File: config.mk
export PLATFORM = sky130hd
export DESIGN_NAME = ob_mk_cnt_ctrl
export DESIGN_NICKNAME = d
export VERILOG_FILES = /design/src/rtl/ob_mk_cnt_ctrl.sv
export SDC_FILE = /design/constraint.sdc
export NUM_CORES = 1
export LEC_CHECK = 0
export CORE_ASPECT_RATIO = 1.25
export CORE_MARGIN = 3
export CORE_UTILIZATION = 50
export CTS_BUF_LIST = sky130_fd_sc_hd__clkbuf_16
export CTS_CLUSTER_SIZE = 10
export DETAILED_ROUTE_END_ITERATION = 6
export DONT_BUFFER_PORTS = 1
export GPL_ROUTABILITY_DRIVEN = 0
export SLEW_MARGIN = 10
export SYNTH_ARGS = -nofsm -noshare
export SYNTH_HDL_FRONTEND = slang
export SYNTH_SLANG_ARGS = --single-unit
export TNS_END_PERCENT = 5
File: constraint.sdc
create_clock -name clk -period 1.7 [get_ports clk]
set_input_delay 0.34 -clock clk [delete_from_list [all_inputs] [get_ports clk]]
set_output_delay 0.34 -clock clk [all_outputs]
set_load 0.01 [all_outputs]
File: src/rtl/ob_mk_cnt_ctrl.sv
`default_nettype none
// ============================================================================
// Module   : ob_mk_cnt_ctrl
// Purpose  : Sequencer around the market-table quantity counter. Takes a
//            depth query, fires one counter start pulse, freezes table
//            updates while the count runs, latches the accumulated quantity
//            and returns it with a "target reachable" flag over a
//            valid/accept handshake.
// Options  : OB_MK_CNT_CTRL_TIMEOUT_EN - abort a WAIT that lasts TIMEOUT_N
//            cycles and respond with rsp_err=1.
// Revision : 1.0 - initial release
// ============================================================================
module ob_mk_cnt_ctrl #(
  parameter int QTY_W     = 16,
  parameter int ACC_W     = 24
`ifdef OB_MK_CNT_CTRL_TIMEOUT_EN
  ,
  parameter int TIMEOUT_N = 64
`endif
) (
  input  logic             clk,
  input  logic             rst_n,
  input  logic             req_vld,
  input  logic [QTY_W-1:0] req_quantity,
  output logic             req_rdy,
  output logic             cnt_cmd_vld,
  input  logic             cnt_busy,
  input  logic [ACC_W-1:0] cnt_rsp_quantity,
  output logic             tbl_lock,
  output logic             rsp_vld,
  input  logic             rsp_accept,
  output logic [ACC_W-1:0] rsp_quantity,
  output logic             rsp_ok,
  output logic             rsp_err,
  output logic             busy
);

  localparam logic [1:0] c_IDLE  = 2'd0;
  localparam logic [1:0] c_ISSUE = 2'd1;
  localparam logic [1:0] c_WAIT  = 2'd2;
  localparam logic [1:0] c_RSP   = 2'd3;

  logic [1:0]       r_state;
  logic [1:0]       w_state_nxt;
  logic [QTY_W-1:0] r_target;
  logic [ACC_W-1:0] r_rsp_quantity;
  logic             r_rsp_ok;
  logic [ACC_W-1:0] w_target_ext;
  logic             w_cnt_done;
  logic             w_timeout;

  // Target is unsigned, so widening is a plain zero-extension.
  assign w_target_ext = ACC_W'(r_target);
  // Counter reports its final stage as the first non-busy cycle in WAIT.
  assign w_cnt_done   = (r_state == c_WAIT) && !cnt_busy;

`ifdef OB_MK_CNT_CTRL_TIMEOUT_EN
  localparam int               c_CNT_W    = $clog2(TIMEOUT_N + 1);
  localparam logic [c_CNT_W-1:0] c_TMO_LAST = c_CNT_W'(TIMEOUT_N - 1);

  logic [c_CNT_W-1:0] r_wait_cnt;
  logic               r_rsp_err;

  // Count WAIT cycles; cleared in ISSUE so every WAIT starts from zero.
  always_ff @(posedge clk or negedge rst_n) begin
    if (!rst_n) begin
      r_wait_cnt <= '0;
    end else if (r_state == c_ISSUE) begin
      r_wait_cnt <= '0;
    end else if (r_state == c_WAIT && r_wait_cnt != c_TMO_LAST) begin
      r_wait_cnt <= r_wait_cnt + 1'b1;
    end
  end

  // Abort on the TIMEOUT_N-th WAIT cycle if the counter is still busy.
  assign w_timeout = (r_state == c_WAIT) && cnt_busy && (r_wait_cnt == c_TMO_LAST);

  // Error flag: cleared by a normal completion, set by an abort.
  always_ff @(posedge clk or negedge rst_n) begin
    if (!rst_n) begin
      r_rsp_err <= 1'b0;
    end else if (w_cnt_done) begin
      r_rsp_err <= 1'b0;
    end else if (w_timeout) begin
      r_rsp_err <= 1'b1;
    end
  end

  assign rsp_err = r_rsp_err;
`else
  assign w_timeout = 1'b0;
  assign rsp_err   = 1'b0;
`endif

  // State register.
  always_ff @(posedge clk or negedge rst_n) begin
    if (!rst_n) begin
      r_state <= c_IDLE;
    end else begin
      r_state <= w_state_nxt;
    end
  end

  // Next-state logic.
  always_comb begin
    w_state_nxt = r_state;
    case (r_state)
      c_IDLE:  if (req_vld) w_state_nxt = c_ISSUE;
      c_ISSUE: w_state_nxt = c_WAIT;
      c_WAIT:  if (w_cnt_done || w_timeout) w_state_nxt = c_RSP;
      c_RSP:   if (rsp_accept) w_state_nxt = c_IDLE;
      default: w_state_nxt = c_IDLE;
    endcase
  end

  // Outputs are pure state decodes so no request input reaches them combinationally.
  always_comb begin
    req_rdy     = (r_state == c_IDLE);
    cnt_cmd_vld = (r_state == c_ISSUE);
    tbl_lock    = (r_state == c_ISSUE) || (r_state == c_WAIT);
    rsp_vld     = (r_state == c_RSP);
    busy        = (r_state != c_IDLE);
  end

  // Query target and response data; response is held until the next count finishes.
  always_ff @(posedge clk or negedge rst_n) begin
    if (!rst_n) begin
      r_target       <= '0;
      r_rsp_quantity <= '0;
      r_rsp_ok       <= 1'b0;
    end else begin
      if (r_state == c_IDLE && req_vld) begin
        r_target <= req_quantity;
      end
      if (w_cnt_done) begin
        r_rsp_quantity <= cnt_rsp_quantity;
        r_rsp_ok       <= (cnt_rsp_quantity >= w_target_ext);
      end else if (w_timeout) begin
        r_rsp_quantity <= '0;
        r_rsp_ok       <= 1'b0;
      end
    end
  end

  assign rsp_quantity = r_rsp_quantity;
  assign rsp_ok       = r_rsp_ok;

endmodule
`default_nettype wire
==> results.json <==
{
  "outcome": "finished clean",
  "endpoint_kind": "register",
  "power-per-cell-area_nw_per_um2": 1850,
  "numCtsBuffers": 5,
  "period_needed_ns": 1.59,
  "switchingPower_uw": 1450,
  "hold_class": "in -> reg",
  "finalClockSkew_ns": 0.00467,
  "ios": 76,
  "row_count": 25,
  "antenna_found_initial": 0,
  "die_y_um": 78.9,
  "finalMaxSlewViolations": 0,
  "routedWlPerCell_um": 16.4,
  "crit_path_end": "r_state[1]",
  "startpoint_type": "register",
  "p_clk_frac": 0.203,
  "irDropWorstVdd_v": 0.000950,
  "r2r_setup_slack_ns": 0.11,
  "post_dp_cell_area_um2": 2190,
  "cts_tree": "yes",
  "synthesis.nets": 231,
  "routed_wl_um": 3790,
  "grt_overflow": 0,
  "num_antenna_cells": 0,
  "drv_cap": 0,
  "synth_edf_count": 0,
  "ant_nets": 0,
  "core_um2": 3940,
  "htreeDepth": 2,
  "netlist_area_um2": 2130,
  "insertion_delay_ns": 0.28,
  "grt_pass1_wl_um": 6440,
  "p_comb_frac": 0.342,
  "drtPass1Iterations": 4,
  "yosysUniqueCellTypes": 25,
  "hpwl_um": 3140,
  "p_int_uw": 2930,
  "die-area_um2": 5070,
  "grtUsageTotal": 0.165,
  "pwr-share-seq": 0.456,
  "grt_max_degree": 44,
  "arrival_ns": 1.75,
  "stdcell_area_um2": 2360,
  "crit_start": "r_state[0]",
  "clock-sinks": 43,
  "synthCells": 166,
  "portBuffers": 0,
  "switching_share": 0.331,
  "vias_per_cell": 5.43,
  "drc": 0,
  "dp.cells": 221,
  "cp.required_ns": 1.86,
  "final_cells": 231,
  "regToRegStartpoint": "r_state[0]",
  "dr_total_vias": 1254,
  "reg2reg_depth": 5,
  "finalHoldViolCount": 0,
  "period_share": 0.937,
  "crit_type": "reg -> reg",
  "initial_core_util": 0.539,
  "report.final.setup_viol": 0,
  "synth_seq_cells": 43,
  "rr_endpoint": "r_state[1]",
  "drive_gt1_frac": 0.345,
  "ys_seq_area_frac": 0.506,
  "finalNetCount": 241,
  "clockBufferDepth": 2,
  "synth_area_per_cell_um2": 12.8,
  "fin_hold_ws_ns": 0.208,
  "areaGrowthSynthToFinish_pct": 11.2,
  "grt_pass1_vias": 1396,
  "cts_root_buf": "clkbuf_16",
  "most-common-layout-cells": "43 x dfrtp_1, 41 x mux2_2, 22 x inv_1",
  "fp.dieW_um": 64.3,
  "drt-initial-drc-count": 11,
  "ys_async_sr_fraction": 1.00,
  "layout_commonest_cell": "dfrtp_1",
  "postCtsSetupRepairBufs": 0,
  "clk_pin_slew_ns": 0.06,
  "timing.fmax_ghz": 0.628,
  "path_max_fanout": 4,
  "synthFlopType": "dfrtp_1",
  "p_leak_uw": 0.00110,
  "yosysWarnings": 0
}
[power groups by stage]
stage / Combinational, µW / Sequential (µW) / Clock, µW
detailed placement: 1490 / 2030 / 0
floorplan: 1250 / 1920 / 0
CTS: 1520 / 2010 / 914
global route: 1730 / 2070 / 959
finish: 1500 / 1990 / 887
global placement: 1420 / 2000 / 0
[synth_stat cells (2+ instances only)]
| master | number | area [µm²] |
|---|---|---|
| a21oi_1 | 5 | 25.0 |
| and4_1 | 2 | 17.5 |
| buf_6 | 3 | 33.8 |
| dfrtp_1 | 43 | 1080 |
| ha_1 | 20 | 250 |
| inv_1 | 22 | 82.6 |
| mux2_2 | 41 | 462 |
| nand2_1 | 5 | 18.8 |
| nand3_1 | 2 | 10.0 |
| nor2_1 | 3 | 11.3 |
| nor3_1 | 2 | 10.0 |
| o21ai_0 | 5 | 25.0 |
[worst min path at each step]
stage / depth (start not counted) / startpoint / endpoint / slack, ns
after floorplan: 0 / rst_n / r_state[0] / 0.04
after global placement: 0 / rst_n / rsp_quantity[7] / 0.05
after detailed placement: 0 / rst_n / rsp_quantity[7] / 0.05
after CTS: 1 / cnt_rsp_quantity[15] / rsp_quantity[15] / 0.20
after global routing: 1 / cnt_rsp_quantity[19] / rsp_quantity[19] / 0.20
final: 1 / req_quantity[0] / r_target[0] / 0.21
[per-stage QoR]
stage / worst slack (ns) / power, µW / setup TNS, ns / util
floorplan: 0.120 / 3170 / 0 / -
global placement: 0.137 / 3420 / 0 / 0.556
detailed placement: 0.0490 / 3520 / 0 / 0.556
CTS: 0.0413 / 4450 / 0 / 0.599
global route: -0.0110 / 4750 / -0.0110 / 0.600
finish: 0.108 / 4380 / 0 / 0.600
[critical path, cell delays in order, from the launching register on]
cell and delay [ns]:
dfrtp_1 0.41, inv_1 0.10, ha_2 0.25, inv_1 0.07, o221ai_1 0.27, mux2_2 0.38
[cell type report]
class                           count  area (µm²)
Fill cell                         348        1580
Sequential cell                    43        1080
Multi-Input combinational cell     96         923
Clock buffer                        5         125
Inverter                           22        82.6
Timing Repair Buffer                8        75.1
Tap cell                           54        67.6
Clock inverter                      3        15.0
[repair_timing]
action	CTS	global route
hold buffers	2	0
hold endpoints to repair	43	0
gates resized for setup	0	1
endpoints found under the setup margin	0	2
[cells by family (layout without fill, tap and decap cells)]
kind of cell    after synthesis  in the layout  share of synthesized area
flops                        43             43                      0.506
mux                          41             41                      0.217
buf+inv                      27             38                     0.0606
fa+ha+maj                    20             20                      0.118
simple gates                 20             20                     0.0571
compound gates               14             14                     0.0394
other cells                   1              1                    0.00176
[layer usage]
metal  track usage  share of wire
met4        0.0761          0.018
met1         0.171           0.36
met5             0              0
met3        0.0523          0.080
met2         0.300           0.54
[state kept, by name (all words and copies together) (netlist names)]
| name | cells |
|---|---|
| rsp_quantity | 24 |
| r_state | 2 |
| r_target | 16 |
| rsp_ok | 1 |
(Power assumes the default switching activity.)
